[src/rtl/gpio_cmd_pkg.sv]
// gpio_cmd_pkg: command codes, FSM states and GPO field layout shared by gpio_cmd_ctrl
package gpio_cmd_pkg;
  localparam int CMD_W = 8;
  localparam int CH_W = 8;
  localparam logic [CMD_W-1:0] CMD_RESET       = 8'd0;
  localparam logic [CMD_W-1:0] CMD_EN_TX       = 8'd1;
  localparam logic [CMD_W-1:0] CMD_EN_RX       = 8'd2;
  localparam logic [CMD_W-1:0] CMD_PH_SEL      = 8'd3;
  localparam logic [CMD_W-1:0] CMD_RUN_MEM     = 8'd4;
  localparam logic [CMD_W-1:0] CMD_READ_MEM    = 8'd5;
  localparam logic [CMD_W-1:0] CMD_ADDR_MEM    = 8'd6;
  localparam logic [CMD_W-1:0] CMD_BER_S       = 8'd7;
  localparam logic [CMD_W-1:0] CMD_BER_E       = 8'd8;
  localparam logic [CMD_W-1:0] CMD_BER_H       = 8'd9;
  localparam logic [CMD_W-1:0] CMD_IS_MEM_FULL = 8'd10;
  localparam logic [CMD_W-1:0] CMD_STATUS      = 8'd11;
  typedef enum logic [1:0] {ST_IDLE, ST_EXEC, ST_MEM_WAIT, ST_RESP} state_t;
endpackage

[src/rtl/gpio_edge_sync.sv]
// gpio_edge_sync: two-flop synchroniser on d with a one-cycle pulse on its rising edge
module gpio_edge_sync (
  input  logic clk,
  input  logic rst_n,
  input  logic d,
  output logic pulse
);
  logic [2:0] s;
  always_ff @(posedge clk or negedge rst_n)
    if (!rst_n) s <= '0;
    else s <= {s[1:0], d};
  assign pulse = s[1] & ~s[2];
endmodule

[src/rtl/gpio_cmd_ctrl.sv]
// gpio_cmd_ctrl: GPO/GPI command controller for the modem datapath (enables, phase, log BRAM, BER readout); GPIO_CMD_SNAPSHOT_EN makes BER_S also snapshot the error counter
module gpio_cmd_ctrl
  import gpio_cmd_pkg::*;
#(
  parameter int NB_GPIOS = 32,
  parameter int N_CH = 2,
  parameter int NB_BER = 64,
  parameter int NB_PHASE = 2,
  parameter int BRAM_ADDR_WIDTH = 15,
  parameter int BRAM_DATA_WIDTH = 16,
  parameter int MEM_LAT = 2,
  parameter int RST_LEN = 4
) (
  input  logic                       clk100,
  input  logic                       i_resetn,
  input  logic [NB_GPIOS-1:0]        i_gpo,
  output logic [NB_GPIOS-1:0]        o_gpi,
  output logic                       o_rst,
  output logic                       o_en_tx,
  output logic                       o_en_rx,
  output logic [NB_PHASE-1:0]        o_phase_sel,
  output logic                       o_run_log,
  output logic                       o_read_log,
  output logic [BRAM_ADDR_WIDTH-1:0] o_addr_log,
  input  logic                       i_mem_full,
  input  logic [BRAM_DATA_WIDTH-1:0] i_mem_data,
  input  logic [N_CH*NB_BER-1:0]     i_ber_samples,
  input  logic [N_CH*NB_BER-1:0]     i_ber_errors,
  output logic                       o_cmd_err
);
  localparam int EN_BIT = NB_GPIOS - CMD_W - 1;
  localparam int F_W = NB_GPIOS - 1;
  localparam int MC_W = $clog2(MEM_LAT + 1);
  localparam int RC_W = $clog2(RST_LEN + 1);
  state_t state;
  logic pulse, pend_v, ch_ok, legal, rd, unused_bits;
  logic [F_W-1:0] in_f, cur_f, pend_f;
  logic [CMD_W-1:0] cmd;
  logic [EN_BIT-1:0] d;
  logic [CH_W-1:0] ch, ch_sel;
  logic [MC_W-1:0] mem_cnt;
  logic [RC_W-1:0] rst_cnt;
  logic [NB_BER-1:0] shadow, err_live, err_src, ber_cap;
  logic [NB_GPIOS-1:0] gpi_nxt;
  gpio_edge_sync u_sync (.clk(clk100), .rst_n(i_resetn), .d(i_gpo[EN_BIT]), .pulse(pulse));
  assign in_f = {i_gpo[NB_GPIOS-1 -: CMD_W], i_gpo[EN_BIT-1:0]};
  assign cmd = cur_f[F_W-1 -: CMD_W];
  assign d = cur_f[EN_BIT-1:0];
  assign unused_bits = ^d;
  assign ch = d[CH_W-1:0];
  assign ch_ok = 32'(ch) < N_CH;
  assign ch_sel = ch_ok ? ch : '0;
  assign err_live = i_ber_errors[ch_sel*NB_BER +: NB_BER];
`ifdef GPIO_CMD_SNAPSHOT_EN
  logic snap_v;
  logic [CH_W-1:0] snap_ch;
  logic [NB_BER-1:0] snap_err;
  assign err_src = (snap_v && snap_ch == ch) ? snap_err : err_live;
  always_ff @(posedge clk100 or negedge i_resetn)
    if (!i_resetn) begin
      snap_v <= 1'b0;
      snap_ch <= '0;
      snap_err <= '0;
    end else if (state == ST_EXEC && ch_ok && cmd == CMD_BER_S) begin
      snap_v <= 1'b1;
      snap_ch <= ch;
      snap_err <= err_live;
    end else if (state == ST_EXEC && ch_ok && cmd == CMD_BER_E) snap_v <= 1'b0;
`else
  assign err_src = err_live;
`endif
  assign ber_cap = cmd == CMD_BER_S ? i_ber_samples[ch_sel*NB_BER +: NB_BER] : err_src;
  assign rd = cmd == CMD_ADDR_MEM && o_read_log;
  assign legal = cmd <= CMD_STATUS && (!(cmd == CMD_BER_S || cmd == CMD_BER_E) || ch_ok)
               && (cmd != CMD_ADDR_MEM || o_read_log);
  assign gpi_nxt = !legal ? '0
                 : (cmd == CMD_BER_S || cmd == CMD_BER_E) ? NB_GPIOS'(ber_cap)
                 : cmd == CMD_BER_H ? NB_GPIOS'({{NB_GPIOS{1'b0}}, shadow} >> NB_GPIOS)
                 : cmd == CMD_IS_MEM_FULL ? NB_GPIOS'(i_mem_full)
                 : cmd == CMD_STATUS ? NB_GPIOS'({i_mem_full, o_read_log, o_en_rx, o_en_tx, o_cmd_err})
                 : o_gpi;
  always_ff @(posedge clk100 or negedge i_resetn)
    if (!i_resetn) begin
      state <= ST_IDLE;
      cur_f <= '0;
      pend_f <= '0;
      pend_v <= 1'b0;
      mem_cnt <= '0;
      rst_cnt <= '0;
      shadow <= '0;
      o_gpi <= '0;
      o_rst <= 1'b0;
      o_en_tx <= 1'b0;
      o_en_rx <= 1'b0;
      o_phase_sel <= '0;
      o_run_log <= 1'b0;
      o_read_log <= 1'b0;
      o_addr_log <= '0;
      o_cmd_err <= 1'b0;
    end else begin
      o_run_log <= 1'b0;
      if (rst_cnt != '0) rst_cnt <= rst_cnt - RC_W'(1);
      else o_rst <= 1'b0;
      case (state)
        ST_IDLE:
          if (pend_v) begin
            cur_f <= pend_f;
            pend_v <= 1'b0;
            state <= ST_EXEC;
          end else if (pulse) begin
            cur_f <= in_f;
            state <= ST_EXEC;
          end
        ST_EXEC: begin
          o_cmd_err <= !legal;
          o_gpi <= gpi_nxt;
          mem_cnt <= '0;
          state <= (legal && rd) ? ST_MEM_WAIT : ST_IDLE;
          if (legal && cmd == CMD_RESET) begin
            o_rst <= 1'b1;
            rst_cnt <= RC_W'(RST_LEN - 1);
            o_en_tx <= 1'b0;
            o_en_rx <= 1'b0;
            o_read_log <= 1'b0;
            pend_v <= 1'b0;
          end
          if (legal && cmd == CMD_EN_TX) o_en_tx <= d[0];
          if (legal && cmd == CMD_EN_RX) o_en_rx <= d[0];
          if (legal && cmd == CMD_PH_SEL) o_phase_sel <= d[NB_PHASE-1:0];
          if (legal && cmd == CMD_RUN_MEM) begin
            o_run_log <= 1'b1;
            o_read_log <= 1'b0;
          end
          if (legal && cmd == CMD_READ_MEM) o_read_log <= d[0];
          if (cmd == CMD_ADDR_MEM) o_addr_log <= d[BRAM_ADDR_WIDTH-1:0];
          if (legal && (cmd == CMD_BER_S || cmd == CMD_BER_E)) shadow <= ber_cap;
        end
        ST_MEM_WAIT:
          if (mem_cnt == MC_W'(MEM_LAT - 1)) state <= ST_RESP;
          else mem_cnt <= mem_cnt + MC_W'(1);
        ST_RESP: begin
          o_gpi <= NB_GPIOS'(i_mem_data);
          if (pend_v) begin
            cur_f <= pend_f;
            pend_v <= 1'b0;
            state <= ST_EXEC;
          end else state <= ST_IDLE;
        end
      endcase
      // an edge that cannot start at once is parked; a second one while the slot is occupied is lost
      if (pulse && (state != ST_IDLE || pend_v)) begin
        if (pend_v) o_cmd_err <= 1'b1;
        else begin
          pend_f <= in_f;
          pend_v <= 1'b1;
        end
      end
    end
endmodule

[config.mk]
export PLATFORM = sky130hd
export DESIGN_NAME = gpio_cmd_ctrl
export DESIGN_NICKNAME = d
export VERILOG_FILES = /design/src/rtl/gpio_cmd_pkg.sv /design/src/rtl/gpio_edge_sync.sv /design/src/rtl/gpio_cmd_ctrl.sv
export SDC_FILE = /design/constraint.sdc
export NUM_CORES = 1
export LEC_CHECK = 0
export BUFFER_PORTS_ARGS = -buffer_cell sky130_fd_sc_hd__buf_2
export CAP_MARGIN = 20
export CORE_AREA = 2 2 142 144
export CTS_BUF_LIST = sky130_fd_sc_hd__clkbuf_8 sky130_fd_sc_hd__clkbuf_16
export DETAILED_ROUTE_END_ITERATION = 10
export DIE_AREA = 0 0 144 146
export PLACE_DENSITY = 0.73
export RECOVER_POWER = 100
export SKIP_CTS_REPAIR_TIMING = 1
export SYNTH_ARGS = -nofsm -noshare
export SYNTH_HDL_FRONTEND = slang
export SYNTH_HIERARCHICAL = 1
export SYNTH_SLANG_ARGS = --single-unit
[constraint.sdc]
create_clock -name clk100 -period 3.6 [get_ports clk100]
set_input_delay 0.36 -clock clk100 [delete_from_list [all_inputs] [get_ports clk100]]
set_output_delay 0.36 -clock clk100 [all_outputs]
set_load 0.02 [all_outputs]
After elaboration in Yosys (flattened, before gate mapping)
Cells that the tools add are included.

Register bits after elaboration: 192. Output and inout bits: 55. Word-level logic and storage cells: 127.

$add $sub $neg: 2. Magnitude comparators: 2. Equality and inequality tests: 21. Shift operators: 2. Muxes and demuxes: 40. Bitwise logic cells: 3. Reductions and logical operators: 40.

Operator list (number): 128-bit by 15-bit indexed part select with 64-bit output (2); 32-bit two-way mux (5); 31-bit two-way mux (3); 64-bit two-way mux (1); 32-bit case mux with 2 select lines (1); 31-bit case mux with 2 select lines (1); 8-bit by 3-bit == test with 1-bit output, second input constant (4); 8-bit by 4-bit == test with 1-bit output, second input constant (4); 2-bit AND reduction (10); 1-bit two-way mux (17); 8-bit by 2-bit == test with 1-bit output, second input constant (2); 1-bit logical AND (12); 2-bit nonzero test (6); 2-bit two-way mux (5); 3-bit two-way mux (3); 8-bit by 1-bit == test with 1-bit output, second input constant (1); 8-bit by 4-bit less-or-equal comparator with 1-bit output, second input constant (1); 8-bit logical NOT (1); 8-bit by 2-bit less-than comparator with 1-bit output, second input constant (1); 8-bit two-way mux (1); 8-bit by 3-bit inequality test with 1-bit output, second input constant (1); 2-bit case mux with 4 select lines (1); 2-bit inequality test, second input constant (3); 6-bit inequality test, second input constant (1); other kinds (15) (23).

Longest topological paths before layout
Gate-level depths: netlist of the first run.

Depth in word-level cells: 11. Mapped depth: 8. Depth with buffers taken out: 6.

By module
Netlist of the first run, hierarchy kept.

By module, submodules not included: gpio_cmd_ctrl (instances 1, cells each 857, area an instance 8260.4 µm², sequential area each 3528.4 µm²); gpio_edge_sync (instances 1, cells each 4, area an instance 88.8 µm², sequential area each 75.1 µm²).

Least setup slack after synthesis of the first run
OpenSTA, ideal clock, no wires.

Path kind: reg-to-reg. From: register cur_f[5]. To: register o_phase_sel[0]. Library setup time: 128 ps. Data arrival time: 1987 ps. Slack: 1486 ps. Stages on the path, launching flop included: 6. Path buffers: 0. Clock period less this slack: 2114 ps. Cells stage by stage: dfrtp_1 > nor4_2 > a2bb2oi_2 > or2_4 > or4_1 > mux2_1.

Cells in the longest elaborated chain, start to end: 6.

Ends and longest elaborated chain: start: declaration (line gpio_cmd_ctrl.sv:37) `logic [F_W-1:0] in_f, cur_f, pend_f;`; start signal: assignment (line gpio_cmd_ctrl.sv:107) `cur_f <= pend_f;`; start signal: assignment (line gpio_cmd_ctrl.sv:111) `cur_f <= in_f;`; start signal: assignment (line gpio_cmd_ctrl.sv:144) `cur_f <= pend_f;`; 8-bit by 2-bit less-than comparator with 1-bit output (line gpio_cmd_ctrl.sv:51) `assign ch_ok = 32'(ch) < N_CH;`; 1-bit logical OR (line gpio_cmd_ctrl.sv:74) `assign legal = cmd <= CMD_STATUS && (!(cmd == CMD_BER_S || cmd == CMD_BER_E) || ch_ok)`; 1-bit logical AND (line gpio_cmd_ctrl.sv:74); 1-bit logical AND (line gpio_cmd_ctrl.sv:75) `&& (cmd != CMD_ADDR_MEM || o_read_log);`; 1-bit logical AND (line gpio_cmd_ctrl.sv:129) `if (legal && cmd == CMD_PH_SEL) o_phase_sel <= d[NB_PHASE-1:0];`; 2-bit AND reduction (no line); end signal: assignment (line gpio_cmd_ctrl.sv:129); end: declaration (line gpio_cmd_ctrl.sv:21) `output logic [NB_PHASE-1:0] o_phase_sel,`.

Every way passes these cells. A chain may end at the register's enable or synchronous reset.

Worst setup path after layout of the first run
From: register cur_f[5]. To: register o_gpi[21].

Cells in the longest elaborated chain, start to end: 7. Elaborated cells between the ends (all ways): 13. Those cells by class: order compare (1); eq/ne (1); shift (2); mux (5); reduce/logical (4).

Ends and longest elaborated chain: 8-bit by 2-bit less-than comparator with 1-bit output (line gpio_cmd_ctrl.sv:51); 8-bit two-way mux (line gpio_cmd_ctrl.sv:52) `assign ch_sel = ch_ok ? ch : '0;`; 128-bit by 15-bit indexed part select with 64-bit output, on equally long branches (line gpio_cmd_ctrl.sv:53, gpio_cmd_ctrl.sv:72); 64-bit two-way mux (line gpio_cmd_ctrl.sv:72) `assign ber_cap = cmd == CMD_BER_S ? i_ber_samples[ch_sel*NB_BER +: NB_BER] : err_src;`; 32-bit two-way mux (line gpio_cmd_ctrl.sv:77) `: (cmd == CMD_BER_S || cmd == CMD_BER_E) ? NB_GPIOS'(ber_cap)`; 32-bit two-way mux (line gpio_cmd_ctrl.sv:76) `assign gpi_nxt = !legal ? '0`; 32-bit case mux with 2 select lines (line gpio_cmd_ctrl.sv:104) `case (state)`; end signal: assignment (line gpio_cmd_ctrl.sv:116) `o_gpi <= gpi_nxt;`; end signal: assignment (line gpio_cmd_ctrl.sv:142) `o_gpi <= NB_GPIOS'(i_mem_data);`; end: declaration (line gpio_cmd_ctrl.sv:17) `output logic [NB_GPIOS-1:0] o_gpi,`.

Parallel ways exist; a longest one is shown, timed or not.

==> results of run 1 <==
registers in the layout, indices dropped and copies added, names as in the netlist, 2 cells and up, named ones only:
| register | cells |
|---|---|
| u_sync/s | 3 |
| cur_f | 23 |
| o_phase_sel | 2 |
| o_addr_log | 15 |
| shadow | 32 |
| mem_cnt | 2 |
| rst_cnt | 3 |
| o_gpi | 32 |
| pend_f | 23 |
cells in the final DEF, fill, tap and decap left out, types with 12 or more instances in the layout:
cell type and instances:
mux2i_1 57, o21ai_0 20, a31oi_1 32, nand2_1 100, inv_1 12, nor2_1 55
and3_1 48, a211oi_1 61, dfrtp_1 144, buf_2 297, clkbuf_16 17, a31o_2 12
o22a_1 16, mux2_2 77, a21oi_1 53, clkbuf_1 62
per-layer routing:
layer / vias up / part of all wire, %
met5: - / 0
li1: 3852 / -
met1: 3955 / 39
met4: 0 / 2.0
met2: 344 / 47
met3: 45 / 11
per-stage QoR:
stage | hold WS (ns) | setup WS (ns)
after floorplan | 0.0644 | 1.49
after CTS | -0.126 | 0.656
after detailed placement | 0.318 | 0.671
after global routing | 0.0348 | 0.269
after global placement | 0.321 | 0.740
final | 0.0520 | 0.379
power breakdown:
part,internal [mW],total (mW),switching [mW],leakage (nW)
combinational,0.400,0.908,0.508,3.10
clock,1.01,1.71,0.704,0.280
sequential,1.83,2.01,0.177,1.85
total,3.24,4.63,1.39,5.23
final timing paths:
kind	slack, ns	end	cells after the start
worst max-delay path	0.38	o_gpi[21]$_DFFE_PN0P_	5
worst min-delay path	0.05	u_sync/s[0]$_DFF_PN0_	1
worst max register to register	0.38	o_gpi[21]$_DFFE_PN0P_	5
worst min register to register	0.35	u_sync/s[1]$_DFF_PN0_	0
max in group asynchronous	0.86	pend_f[13]$_DFFE_PN0P_	3
min in group asynchronous	0.45	async pin	2
layout make-up:
class | count | area share, %
flip-flops and latches | 144 | 33.2
multi-input cells | 631 | 40.5
repair buffers | 376 | 17.4
clock inverters | 12 | 1.01
clock buffers | 20 | 4.30
well taps | 265 | 3.05
inverters | 12 | 0.415
diodes | 5 | 0.115
cells by family (layout without fill, tap and decap cells):
| logic type | count (synthesis) | after routing |
|---|---|---|
| simple gates | 256 | 256 |
| compound gates | 234 | 234 |
| flops | 144 | 144 |
| mux | 137 | 137 |
| buf+inv | 86 | 420 |
| fa+ha+maj | 3 | 3 |
| xor+xnor | 1 | 1 |
| other cells | 0 | 5 |
worst register-to-register path: cells and delay by family (launching register included):
kind,cells,cell delay [ns]
muxes,1,0.38
and+or+nand+nor,2,1.78
AOI/OAI and AO/OA,2,0.54
DFF,1,0.42
==> out/metrics.yaml, run 1 <==
drtIter0Drc: 560
htreeDepth: 4
syn_area_sq_um: 8350
worst-path-buf-inv: 0
grt_util_met1_pct: 33.1
final_antenna_net_count: 0
nets: 1492
leakage_nw: 5.23
cp_top_family: "simple AND/OR/NAND/NOR gates"
synthMostInstantiatedCell: "dfrtp_1"
multi_input_area_sq_um: 4400
synth_top_family_by_area: "compound AO/OA/AOI/OAI gates"
outcome: "complete, but fails checks"
path_cells: "or4_1 -> nor2_2 -> mux2i_1 -> o22a_1 -> a211oi_1"
place_congestion: 0.857
dpl_cell_area_sq_um: 10400
crit_start: "cur_f[5]$_DFFE_PN0P_"
yosys.area.top_type: "dfrtp_1"
synth_cells: 861
worst_hold_startpoint: "i_gpo[23]"
yosys.area_share.adder_pct: 0.450
globalRoute.totalOverflow: 0
ys_types: 61
hold_violations: 0
powerDensity_nw_per_um2: 426
clock.fmax_ghz: 0.310
gr-usage-met3_pct: 11.6
synth_xor_area_share_pct: 0.105
syn_to_final_growth_pct: 30.0
slew_headroom_pct: -37.4
die_area_sq_um: 21000
hold_path.class: "in -> reg"
drc: 0
power_mw: 4.63
dieWidth_um: 144
path_clk_slew_ns: 0.06
violations: "max-capacitance violations, max-slew violations"
avgRoutedWirePerCell_um: 20.0
start_util_pct: 43.2
clk_path_buf_depth: 2
final_max_slew_viol_count: 128
tightestPinTransition_ns: 2.06
async_flop_share_pct: 100
cts_made_buffers: 17
drive_above_1_share_pct: 37.2
grt_util_met2_pct: 44.9
grt_use_total_pct: 27.5
portBuffers: 353
vias: 8196
instances_no_fill: 1465
synth_compound_area_share_pct: 19.4
placed_cells: 1426
fin_area_sq_um: 10900
grt_pass1_wl_mm: 44.0
arrival_ns: 3.54
seq_area_sq_um: 3600
ys_ff_latch: 144
grt_pass1_vias: 8098
fin_crit_sh_pct: 89.5
coreArea_sq_um: 19300
wirelength_mm: 29.2
grt_start_max_net_pins: 108
first_pass_iters: 5
synth_common_cells: "dfrtp_1, nand2_1, mux2_2"
num_rows: 51
io_pins: 362
worst_ir_drop_vdd_uv: 344
synth-edff-count: 0
syn-num-nets: 1171
synthMuxAreaShare_pct: 17.6
layout_min_cycle_time_ns: 3.22
utilization_pct: 56.2
top_usage_layer: "met2"
grt_setup_unrepaired: "false"
crit_slowest_cell: "nor2_2"
fin_setup_tns_ns: 0
cts_tree: "yes"
ys_seq_area_share_pct: 43.2
cap_violations: 4
worst-endpoint-required_ns: 3.92
clk_latency_ns: 0.42
crit_fanout: 22
synth-simple-area-share_pct: 15.0
die_h_um: 146
skew_ns: 0.0139
startpoint_type: "flip-flop"
synthTopCellsByArea: "dfrtp_1, mux2_2, mux2i_1, a211oi_1, nand2_1"
n_fill_cell: 1760
grt_antenna_before_repair: 3
crit_type: "reg -> reg"
end_kind: "flip-flop"
via_per_inst: 5.59
slowest_delay_ns: 1.15
r2r_start: "cur_f[5]$_DFFE_PN0P_"
yosysTopAreaCellShare_pct: 43.2
dp_hpwl_mm: 22.1
setup_viol_count_final: 0
avgSynthCellArea_sq_um: 9.70
root_buffer: "clkbuf_16"
cts.sinks: 144
yosys_warnings: 6
synthFlopType: "dfrtp_1"
Note: power is estimated with default switching activity, not from simulation.
==> run 2: changes to the inputs <==
Settings changed: ABC_AREA set to 1, CORE_AREA 2 2 142 144 to 2 2 141 143, DIE_AREA 0 0 144 146 to 0 0 143 145, PLACE_DENSITY 0.73 to 0.78.
==> out/metrics.yaml, run 2 <==
synthMostInstantiatedCell: "nand2_1"
grt_util_met2_pct: 49.3
yosys.area.top_type: "dfrtp_1"
setup_viol_count_final: 0
drtIter0Drc: 653
timing.reg2reg.setup_slack_ns: 0.59
io_pins: 362
dp_hpwl_mm: 22.2
fin_setup_tns_ns: 0
fin_area_sq_um: 11400
startpoint_type: "flip-flop"
hold_path.class: "in -> reg"
grt_antenna_before_repair: 1
grt_use_total_pct: 28.5
synthFlopType: "dfrtp_1"
dpl_cell_area_sq_um: 10800
die_area_sq_um: 20700
crit_type: "reg -> reg"
start_util_pct: 46.5
top_usage_layer: "met2"
utilization_pct: 59.5
crit_fanout: 30
r2r_start: "state[0]$_DFFE_PN0P_"
synth-edff-count: 0
tightestPinTransition_ns: 2.36
ys_ff_latch: 144
grt_start_max_net_pins: 93
syn_area_sq_um: 8940
cp_top_family: "buffers and inverters"
power_mw: 5.25
crit_start: "state[0]$_DFFE_PN0P_"
leakage_nw: 6.07
synth_cells: 1324
syn_to_final_growth_pct: 27.8
end_kind: "flip-flop"
slew_headroom_pct: -57.2
skew_ns: 0.0104
instances_no_fill: 1908
avgSynthCellArea_sq_um: 6.75
hold_violations: 0
path_cells: "buf_4 -> nand2_1 -> inv_1 -> nand2_1 -> nand2_1 -> buf_4 -> inv_1 -> a21oi_1 -> o21ai_0 -> o21ai_0"
ys_types: 37
critPathMostFrequentCell: "nand2_1"
clk_path_buf_depth: 2
powerDensity_nw_per_um2: 459
yosysTopAreaCellShare_pct: 40.3
grt_util_met1_pct: 34.1
reg_top3: "o_gpi x32, shadow x32"
gr-usage-met3_pct: 6.90
vias: 9843
grt_setup_unrepaired: "false"
first_pass_iters: 7
placed_cells: 1874
arrival_ns: 3.37
grt_pass1_vias: 9163
layout_min_cycle_time_ns: 3.01
violations: "max-capacitance violations, max-slew violations"
cap_violations: 1
worst_ir_drop_vdd_uv: 440
synthTopCellsByArea: "dfrtp_1, nand2_1, nand3_1, nor2_1, inv_1"
worst-path-buf-inv: 4
grt_pass1_wl_mm: 46.5
cts_tree: "yes"
slowest_delay_ns: 0.65
async_flop_share_pct: 100
num_rows: 51
ys_seq_area_share_pct: 40.3
final_cell_mix: "nand2_1, buf_2, nand3_1, dfrtp_1, o21ai_0"
crit_slowest_cell: "inv_1"
synth_common_cells: "nand2_1, nand3_1, dfrtp_1"
htreeDepth: 4
globalRoute.totalOverflow: 0
outcome: "complete, but fails checks"
syn-num-nets: 1634
cts.sinks: 144
portBuffers: 353
clock.fmax_ghz: 0.332
final_max_slew_viol_count: 92
drc: 0
via_per_inst: 5.16
final_common_cell: "nand2_1"
place_congestion: 0.934
root_buffer: "clkbuf_16"
worst-endpoint-required_ns: 3.95
dieWidth_um: 143
wirelength_mm: 30.4
cts_made_buffers: 17
worst_hold_startpoint: "i_gpo[23]"
fin_crit_sh_pct: 83.7
coreArea_sq_um: 19200
drive_above_1_share_pct: 22.8
path_clk_slew_ns: 0.06
die_h_um: 145
nets: 1939
clk_latency_ns: 0.43
final_antenna_net_count: 0
avgRoutedWirePerCell_um: 15.9
yosys_warnings: 6
-- run 2: changes by cell type in the layout (fill, tap and decap cells not counted), sizes merged, moves of 12 or more --
cell,previous run,this run
o21ai,20,112
a31o,12,0
nor2,58,108
mux2,80,11
o22a,16,4
o2bb2ai,0,13
nand2,102,464
mux2i,57,0
a211oi,61,6
nand3,6,189
and3,48,0
inv,14,105
a31oi,32,2
-- run 2: worst paths after layout --
kind,endpoint,cells past startpoint
max reg2reg,cur_f[25]$_DFFE_PN0P_,10
min,u_sync/s[0]$_DFF_PN0_,1
max in group asynchronous,o_gpi[31]$_DFFE_PN0P_,1
max,cur_f[25]$_DFFE_PN0P_,10
min reg2reg,u_sync/s[1]$_DFF_PN0_,0
min in group asynchronous,cur_f[11]$_DFFE_PN0P_,1
-- run 2: area by class of cell --
cell class	count	area, sq um
Antenna cell	1	2.50
Clock buffer	19	453
Clock inverter	13	231
Fill cell	1890	7790
Inverter	104	393
Multi-Input combinational cell	990	4530
Sequential cell	144	3600
Tap cell	265	332
Timing Repair Buffer	372	1880
-- run 2: where the power goes --
group          leakage, nW  total (mW)  internal [mW]  switching [mW]
combinational         4.04        1.19          0.427           0.760
clock                0.330        2.05           1.34           0.708
sequential            1.70        2.01           1.88           0.135
total                 6.07        5.25           3.64            1.60
-- run 2: worst register-to-register path, stage by stage, from the launching register on --
cell and delay (ns):
dfrtp_1 0.33, buf_4 0.24, nand2_1 0.41, inv_1 0.65, nand2_1 0.10, nand2_1 0.10, buf_4 0.29, inv_1 0.33
a21oi_1 0.23, o21ai_0 0.14, o21ai_0 0.12
-- run 2: metal layers --
metal	part of all wire, %	wire (um)	up-vias
li1	-	-	4897
met1	39	11900	4519
met2	50	15100	369
met3	8.1	2450	58
met4	3.1	949	0
met5	0	0	-
-- run 2: kinds of logic (layout without fill, tap and decap cells) --
logic type,Yosys count,in the layout,share of synthesized area [%]
other,0,1,0
buffers and inverters,190,508,9.10
AOI/OAI and AO/OA,208,208,13.1
muxes,11,11,1.39
DFF,144,144,40.3
and+or+nand+nor,767,767,35.6
adders and majority gates,3,3,0.420
xor gates and xnor gates,1,1,0.0980
-- run 2: per-stage QoR --
step / setup WS [ns] / hold WS [ns]
global placement: 0.954 / 0.335
detailed placement: 0.935 / 0.338
finish: 0.587 / 0.0323
floorplan: 1.93 / 0.0644
CTS: 0.902 / 0.0238
global route: 0.341 / 0.0210
